### config.mk
export PLATFORM = sky130hd
export DESIGN_NAME = rx_uart_module_flat
export DESIGN_NICKNAME = d
export VERILOG_FILES = /design/src/rtl/rx_uart_pkg.sv /design/src/rtl/rx_uart_if.sv /design/src/rtl/rx_bps_module.sv /design/src/rtl/rx_uart_module.sv /design/src/flat_wrapper.sv
export SDC_FILE = /design/constraint.sdc
export NUM_CORES = 1
export LEC_CHECK = 0
export ABC_AREA = 1
export CAP_MARGIN = 40
export CORE_UTILIZATION = 53
export CTS_CLUSTER_DIAMETER = 150
export CTS_CLUSTER_SIZE = 28
export DETAILED_ROUTE_END_ITERATION = 12
export PLACE_DENSITY = 0.82
export REMOVE_ABC_BUFFERS = 1
export SLEW_MARGIN = 20
export SYNTH_ARGS = -nofsm -noshare
export SYNTH_HDL_FRONTEND = slang
export SYNTH_SLANG_ARGS = --single-unit
export TNS_END_PERCENT = 100
### constraint.sdc
create_clock -name CLK -period 1.8 [get_ports CLK]
set_input_delay 0.27 -clock CLK [delete_from_list [all_inputs] [get_ports CLK]]
set_output_delay 0.27 -clock CLK [all_outputs]
set_load 0.03 [all_outputs]
### src/rtl/rx_uart_pkg.sv
// Shared types and default bit timing for the UART receiver.
package rx_uart_pkg;

  localparam int unsigned CLKS_PER_BIT_DEF = 100;
  localparam int unsigned HALF_BIT_DEF     = 50;
  localparam int          CNT_W            = 12;

  typedef enum logic [2:0] {
    IDLE      = 3'd0,
    START     = 3'd1,
    DATA      = 3'd2,
    STOP      = 3'd3,
    WAIT_HIGH = 3'd4
  } rx_state_e;

endpackage

### src/rtl/rx_uart_if.sv
// Serial-line / byte-output bundle between the receiver and its user.
interface rx_uart_if;
  logic       RX_En_Sig;
  logic       RX_Pin_In;
  logic [7:0] RX_Data;
  logic       RX_Done_Sig;
  logic       Frame_Err;
  logic       Busy;

  modport master (
    output RX_En_Sig, RX_Pin_In,
    input  RX_Data, RX_Done_Sig, Frame_Err, Busy
  );

  modport slave (
    input  RX_En_Sig, RX_Pin_In,
    output RX_Data, RX_Done_Sig, Frame_Err, Busy
  );
endinterface

### src/rtl/rx_bps_module.sv
// Bit-timing counter: strobes BPS_CLK at the half-bit point while Start_Sig
// is high, otherwise once per bit period; held at 0 whenever Count_Sig is low.
module rx_bps_module
  import rx_uart_pkg::*;
#(
  parameter int unsigned CLKS_PER_BIT = CLKS_PER_BIT_DEF,
  parameter int unsigned HALF_BIT     = HALF_BIT_DEF
) (
  input  logic CLK,
  input  logic RST,
  input  logic Count_Sig,
  input  logic Start_Sig,
  output logic BPS_CLK
);

  logic [CNT_W-1:0] r_cnt;
  logic             w_half_hit;
  logic             w_full_hit;

  assign w_half_hit = Start_Sig  && (r_cnt == CNT_W'(HALF_BIT - 1));
  assign w_full_hit = !Start_Sig && (r_cnt == CNT_W'(CLKS_PER_BIT - 1));
  assign BPS_CLK    = Count_Sig && (w_half_hit || w_full_hit);

  // Counter restarts on every strobe so each sample point is exactly one period apart.
  always_ff @(posedge CLK) begin
    if (RST)
      r_cnt <= '0;
    else if (!Count_Sig || BPS_CLK)
      r_cnt <= '0;
    else
      r_cnt <= r_cnt + 1'b1;
  end

endmodule

### src/rtl/rx_uart_module.sv
// 8N1 UART receiver: synchronizes the line, detects the start edge, samples
// mid-bit, and reports either a received byte or a framing error.
module rx_uart_module
  import rx_uart_pkg::*;
#(
  parameter int unsigned CLKS_PER_BIT = CLKS_PER_BIT_DEF,
  parameter int unsigned HALF_BIT     = HALF_BIT_DEF
) (
  input  logic     CLK,
  input  logic     RST,
  rx_uart_if.slave bus
);

  logic       r_sync1, r_sync2, r_hist;
  rx_state_e  r_state;
  logic [2:0] r_idx;
  logic [7:0] r_shift;
  logic [7:0] r_data;
  logic       r_done, r_err, r_busy;

  logic       w_fall, w_count, w_start, w_bps;

  assign w_fall  = r_hist && !r_sync2;
  assign w_start = (r_state == START);
  // Counting stops the same edge enable drops, so the counter is already 0 on abort.
  assign w_count = (r_state inside {START, DATA, STOP}) && bus.RX_En_Sig;

  rx_bps_module #(
    .CLKS_PER_BIT (CLKS_PER_BIT),
    .HALF_BIT     (HALF_BIT)
  ) u_bps (
    .CLK       (CLK),
    .RST       (RST),
    .Count_Sig (w_count),
    .Start_Sig (w_start),
    .BPS_CLK   (w_bps)
  );

  always_ff @(posedge CLK) begin
    if (RST) begin
      r_sync1 <= 1'b1;
      r_sync2 <= 1'b1;
      r_hist  <= 1'b1;
      r_state <= IDLE;
      r_idx   <= '0;
      r_shift <= '0;
      r_data  <= '0;
      r_done  <= 1'b0;
      r_err   <= 1'b0;
      r_busy  <= 1'b0;
    end else begin
      r_sync1 <= bus.RX_Pin_In;
      r_sync2 <= r_sync1;
      r_hist  <= r_sync2;
      r_done  <= 1'b0;
      r_err   <= 1'b0;

      if (r_state != IDLE && !bus.RX_En_Sig) begin
        r_state <= IDLE;
        r_busy  <= 1'b0;
      end else begin
        case (r_state)
          IDLE: begin
            if (w_fall && bus.RX_En_Sig) begin
              r_state <= START;
              r_busy  <= 1'b1;
            end
          end
          START: begin
            if (w_bps) begin
              if (!r_sync2) begin
                r_state <= DATA;
                r_idx   <= '0;
              end else begin
                r_state <= IDLE;
                r_busy  <= 1'b0;
              end
            end
          end
          DATA: begin
            if (w_bps) begin
              r_shift[r_idx] <= r_sync2;
              if (r_idx == 3'd7)
                r_state <= STOP;
              else
                r_idx <= r_idx + 3'd1;
            end
          end
          STOP: begin
            if (w_bps) begin
              if (r_sync2) begin
                r_data  <= r_shift;
                r_done  <= 1'b1;
                r_state <= IDLE;
                r_busy  <= 1'b0;
              end else begin
                r_err   <= 1'b1;
                r_state <= WAIT_HIGH;
              end
            end
          end
          WAIT_HIGH: begin
            // A held-low break must release before another start edge can count.
            if (r_sync2) begin
              r_state <= IDLE;
              r_busy  <= 1'b0;
            end
          end
          default: begin
            r_state <= IDLE;
            r_busy  <= 1'b0;
          end
        endcase
      end
    end
  end

  assign bus.RX_Data     = r_data;
  assign bus.RX_Done_Sig = r_done;
  assign bus.Frame_Err   = r_err;
  assign bus.Busy        = r_busy;

endmodule
### src/flat_wrapper.sv
// flat-port wrapper written by rule: the top's interface ports become plain ports
module rx_uart_module_flat import rx_uart_pkg::*;
#(
  parameter int unsigned CLKS_PER_BIT = CLKS_PER_BIT_DEF,
  parameter int unsigned HALF_BIT     = HALF_BIT_DEF
)
  (CLK, RST, bus_RX_En_Sig, bus_RX_Pin_In, bus_RX_Data, bus_RX_Done_Sig, bus_Frame_Err, bus_Busy);
  rx_uart_if bus_i ();
  input  logic CLK;
  input  logic RST;
  input wire logic [$bits(bus_i.RX_En_Sig)-1:0] bus_RX_En_Sig;
  input wire logic [$bits(bus_i.RX_Pin_In)-1:0] bus_RX_Pin_In;
  output wire logic [$bits(bus_i.RX_Data)-1:0] bus_RX_Data;
  output wire logic [$bits(bus_i.RX_Done_Sig)-1:0] bus_RX_Done_Sig;
  output wire logic [$bits(bus_i.Frame_Err)-1:0] bus_Frame_Err;
  output wire logic [$bits(bus_i.Busy)-1:0] bus_Busy;
  assign bus_i.RX_En_Sig = bus_RX_En_Sig;
  assign bus_i.RX_Pin_In = bus_RX_Pin_In;
  assign bus_RX_Data = bus_i.RX_Data;
  assign bus_RX_Done_Sig = bus_i.RX_Done_Sig;
  assign bus_Frame_Err = bus_i.Frame_Err;
  assign bus_Busy = bus_i.Busy;
  rx_uart_module #(.CLKS_PER_BIT(CLKS_PER_BIT), .HALF_BIT(HALF_BIT)) u_core (.CLK(CLK), .RST(RST), .bus(bus_i));
endmodule
Word level (Yosys, flattened, before mapping)
Cells that the tools add are included.

cells by class
  bitwise operators = 4
  reductions and logical operators = 27
  $lt $le $gt $ge = 2
  multiplexer cells = 23
  $add $sub $neg = 2
  equality and inequality tests = 16

operators by type and width
  operator                 number
  $mux W3                  11
  $pmux W3 S5              1
  $add A12 B1 Y12 const B  1
  $eq A12 B6 Y1 const B    1
  $eq A12 B7 Y1 const B    1
  $reduce_and A6 Y1        2
  $ne A2 B2 Y1 const B     5
  $bwmux W8                1
  $logic_and A1 B1 Y1      8
  $ne A2 B1 Y1 const B     4
  $eq A3 B2 Y1 const B     2
  $eq A3 B3 Y1 const B     2
  $mux W1                  6
  $pmux W3 S2              1
  $reduce_and A3 Y1        2
  $reduce_bool A3 Y1       2
  $reduce_or A2 Y1         3
  $logic_not A1 Y1         4
  $lt A3 B4 Y1 const B     1
  $not A1 Y1               4
  $pmux W1 S4              1
  $reduce_and A4 Y1        1
  $reduce_or A4 Y1         1
  $add A3 B1 Y3 const B    1
  other kinds (7)          8

storage, ports and cells
  register bits after elaboration = 40
  bits of input ports = 4
  output and inout bits = 11
  logic and storage cells = 85

Logic depth before layout (Yosys ltp)
  depth in word-level cells = 7
  depth in mapped cells = 13

By module
Synthesis repeated with hierarchy kept, for this count alone.

unflattened totals
  cells, all modules = 295
  area total of the unflattened synthesis = 2021.9 µm²

by module, submodules not included
  module          cells each  sequential area each (µm²)  instances  area each (µm²)
  rx_uart_module  202         560.5                       1          1376.3
  rx_bps_module   93          240.2                       1          645.6

Worst setup path before layout
No wires, ideal clock.

  path kind = register to register
  start = register u_core.u_bps.r_cnt[0]
  end = register u_core.r_data[0], in the netlist u_core.bus.RX_Data[0]
  arrival = 1357 ps
  library setup time = 114 ps
  clock period less this slack = 1471 ps
  slack = 329 ps
  data required time = 1686 ps
  stages on the path, launching flop included = 10
  path through = dfxtp_1 ha_1 nand4_1 nand2_2 nand3_4 nor2_8 nand3_4 buf_6 nor2_1 nor2_2

on the way
  word-level cells in the longest chain between the ends = 5
  elaborated cells on any way between the ends = 7
  those cells by class = eq/ne (2); reduce/logical (5)

RTL lines
  item                                                   RTL line                                  RTL
  start, declared                                        rx_bps_module.sv:16                       logic [CNT_W-1:0] r_cnt;
  start signal, assigned                                 rx_bps_module.sv:31                       r_cnt <= r_cnt + 1'b1;
  $eq A12 B6 Y1 / $eq A12 B7 Y1 (equally long branches)  rx_bps_module.sv:20, rx_bps_module.sv:21
  $logic_and A1 B1 Y1 (on tied branches)                 rx_bps_module.sv:20, rx_bps_module.sv:21
  $logic_or A1 B1 Y1 *                                   rx_bps_module.sv:22                       assign BPS_CLK = Count_Sig && (w_half_hit || w_full_hit);
  $logic_and A1 B1 Y1 *                                  rx_bps_module.sv:22
  $reduce_and A4 Y1 (no line) *                          -
  end signal, assigned                                   rx_uart_module.sv:92                      r_data <= r_shift;
  end, declared                                          rx_uart_module.sv:18                      logic [7:0] r_data;

Every way passes the cells marked *; elsewhere a longest branch is shown, timed or not.
A chain may end at the register's enable or synchronous reset.

Worst setup path in the final report
  start = register u_core.u_bps.r_cnt[2]
  end = register u_core.r_idx[1]

on the way
  word-level cells in the longest chain between the ends = 6
  elaborated cells on any way between the ends = 9
  those cells by class = eq/ne (4); reduce/logical (5)

RTL lines
  item                                                           RTL line                                  RTL
  $eq A12 B6 Y1 / $eq A12 B7 Y1 (equally long branches)          rx_bps_module.sv:20, rx_bps_module.sv:21
  $logic_and A1 B1 Y1 (on tied branches)                         rx_bps_module.sv:20, rx_bps_module.sv:21
  $logic_or A1 B1 Y1 *                                           rx_bps_module.sv:22
  $logic_and A1 B1 Y1 *                                          rx_bps_module.sv:22
  $ne A2 B2 Y1 (no line) / $ne A2 B1 Y1 (equally long branches)  -
  $reduce_and A6 Y1 (no line) *                                  -
  end signal, assigned                                           rx_uart_module.sv:86                      r_idx <= r_idx + 3'd1;
  end, declared                                                  rx_uart_module.sv:16                      logic [2:0] r_idx;

Marked as above.

==> impl_results.md <==
* Critical path endpoint category: flop
* DRT antenna net count at 0
* Layout Skew at 0.00925 ns
* Largest net degree at the start of global routing at 20
* Worst slew pin tran at 0.397 ns
* Syn avg cell area at 6.82 sq um
* Root Buffer: clkbuf_8
* Largest family of logic cells by synthesized area: simple AND/OR/NAND/NOR gates
* Hold Vio Cnt, Final at 0
* Die H at 64.8 um
* Clock Tree Buf Depth at 2
* Comb power frac at 0.324
* CTS tree: done
* Area Growth Syn to Fin at 14.9%
* Drt via density at 4.90
* VDD IR max at 0.000689 V
* Area after DPL at 2310 sq um
* XOR/XNOR Fraction of Synth Area at 0.0168
* Hold slack at 0.424 ns
* Post-CTS Resized at 0
* Tmin final at 1.62 ns
* First-pass GRT wire length at 6.84 mm
* Nets at 337
* Met2 usage at 0.333
* Vias at 1,852
* Worst EP required at 1.99 ns
* Seq pwr share at 0.430
* Core Util, Final at 0.645
* # DRC at 0
* Crit path DAT at 1.81 ns
* Critical path startpoint category: flop
* Hold/Removal Path Class: flop to flop
* Post-layout instance count excluding filler cells at 378
* Cell Int Power at 0.00148 W
* Initial antenna violation count at 0
* Synth Area in Adders at 0.0240
* Number of clock sinks at 40
* Clock-pin slew on the worst setup and hold paths at 0.08 ns
* GRT busiest layer: met2
* Clock power frac at 0.246
* Mux cell area share after synthesis at 0
* Layout cell share with drive strength beyond 1 at 0.121
* Vias in the first global route at 1,616
* Pre-antenna DRT Iters at 4
* CTS Buf Count at 5
* Initial Utilization at 0.562
* Detailed-route wire length at 3.86 mm
* Fillers at 355
* Syn Inst Count at 306
* Post-synthesis compound-gate area fraction at 0.0594
* Ys Warns at 0
* M1 GR Usage at 0.262
* GRT Resource Usage Total at 0.206
* IO Port Bufs at 14
* Cell area after layout at 2400 sq um
* Reg2reg setup slack at 0.18 ns
* WL per Instance at 10.2 um
* Run status: complete, no violations
* Post-synthesis simple-gate area fraction at 0.414
* GRT overflow at 0
* Switching share of total power at 0.374
* DRT iter0 DRCs at 76
* H-tree levels at 2
* P_leak at 1.14 nW
* GP Congestion at 0.819
* Slew Limit Fails at 0
* Ys async rst share at 0
* Die area at 4190 sq um
* Relative slew slack at 0.732
* Crit share post-route at 0.899
* Max-Cap Viols at 0
* Cell variety after synth at 30
* Crit Path Class: flop to flop
* Synth Flop Type: dfxtp_1
* Psw at 0.000887 W
* Clock Latency Late Sink at 0.29 ns
* Top-Level Pins at 15
* Ant. Diodes at 0
* Seq/Total Area, Yosys at 0.384
* Mapped Area at 2090 sq um
* Die width at 64.8 um
* CORE AREA at 3720 sq um
* Post-synthesis register bit count at 40
* Placed Cells at 370
* Routing usage on met3 at 0.0511
* DP HPWL at 2.80 mm
* RSZ-0062 raised after global routing: no
* Final Setup Violations at 0
* Post-synth EDFFs at 0
* Setup bufs post-CTS at 0
* Row count at 22
* Peak Freq at 618 MHz
* Pwr/cell area at 989 nW/um^2
* Max FO, Critical Path at 6
* Hold buffers post-CTS at 0
power groups by stage:
stage          clock network, W  logic (W)  registers [W]
4_1_cts                0.000603   0.000770        0.00102
3_3_place_gp                  0   0.000750        0.00104
6_report               0.000583   0.000768        0.00102
5_1_grt                0.000644   0.000868        0.00103
2_1_floorplan                 0   0.000588        0.00104
3_5_place_dp                  0   0.000765        0.00104
Yosys cell counts (4+ instances only):
cell type  instances  area, sq um
nand2_2            4         25.0
xor2_1             4         35.0
ha_1               4         50.1
nand4_1            8         50.1
a21oi_1           12         60.1
or2_2              4         25.0
nand3_1           18         90.1
nand2_1           69          259
inv_1             43          161
nor3_1             5         25.0
dfxtp_1           40          801
nor2_2             4         25.0
nor2_1            61          229
inv_2              5         18.8
worst max-delay path, stage by stage (launching register included):
cell     delay [ns]
dfxtp_1        0.35
nor2_2         0.18
nand2_1        0.08
nor2_2         0.18
nand2_1        0.11
nor2_4         0.12
nand3_1        0.08
nand2_1        0.17
nand3_1        0.11
nand2_1        0.08
nor2_1         0.04
stage by stage:
stage	TNS (ns)	worst slack, ns	total power [W]
global placement	0	0.0367	0.00179
finish	0	0.183	0.00237
global route	0	0.0484	0.00255
detailed placement	-0.0216	-0.0175	0.00181
floorplan	0	0.364	0.00163
CTS	0	0.167	0.00239
path summary, 6_finish.rpt:
check | startpoint | cells past startpoint | endpoint
worst max-delay path | u_core.u_bps.r_cnt[2] | 10 | u_core.r_idx[1]
worst min-delay path | u_core.r_sync1 | 1 | u_core.r_sync2
worst max register to register | u_core.u_bps.r_cnt[2] | 10 | u_core.r_idx[1]
worst min register to register | u_core.r_sync1 | 1 | u_core.r_sync2
cells by family after synthesis:
logic type,after synthesis
AND/OR/NAND/NOR,182
buffers and inverters,54
XOR/XNOR,4
AO/OA/AOI/OAI,22
adder cells (fa/ha/maj),4
flip-flops,40
per-layer routing:
metal,routed length (um),part of all wire,vias to the layer above
li1,-,-,995
met1,1900,0.49,822
met2,1810,0.47,31
met3,109,0.028,4
met4,41,0.011,0
met5,0,0,-
final cells by class:
cell class              instances  area (sq um)  area share
clock buffers                   5          68.8      0.0287
clock inverters                 3          18.8     0.00783
inverters                      49           184      0.0767
multi-input cells             212          1070       0.447
flip-flops and latches         40           801       0.334
well taps                      48          60.1      0.0251
repair buffers                 21           193      0.0804
cells in the final DEF, fill, tap and decap left out, types with 3 or more instances in the layout:
| cell | n |
|---|---|
| a21oi_1 | 12 |
| clkdlybuf4s50_1 | 14 |
| xor2_1 | 4 |
| nor2_2 | 4 |
| nor2_1 | 61 |
| nand3_1 | 18 |
| ha_1 | 4 |
| nor3_1 | 5 |
| nor2_8 | 3 |
| o21ai_0 | 3 |
| nand4_1 | 8 |
| buf_4 | 7 |
| or2_2 | 4 |
| inv_1 | 43 |
| clkbuf_8 | 5 |
| nand2_2 | 4 |
| inv_2 | 5 |
| nand2_1 | 69 |
| dfxtp_1 | 40 |
flip-flops by register name, summed over array words and instances (netlist names):
| register | count |
|---|---|
| u_core.bus.Busy | 1 |
| u_core.bus.Frame_Err | 1 |
| u_core.bus.RX_Data | 8 |
| u_core.bus.RX_Done_Sig | 1 |
| u_core.r_hist | 1 |
| u_core.r_idx | 3 |
| u_core.r_shift | 8 |
| u_core.r_state | 3 |
| u_core.r_sync1 | 1 |
| u_core.r_sync2 | 1 |
| u_core.u_bps.r_cnt | 12 |
Power figures use the tool's default switching activity.
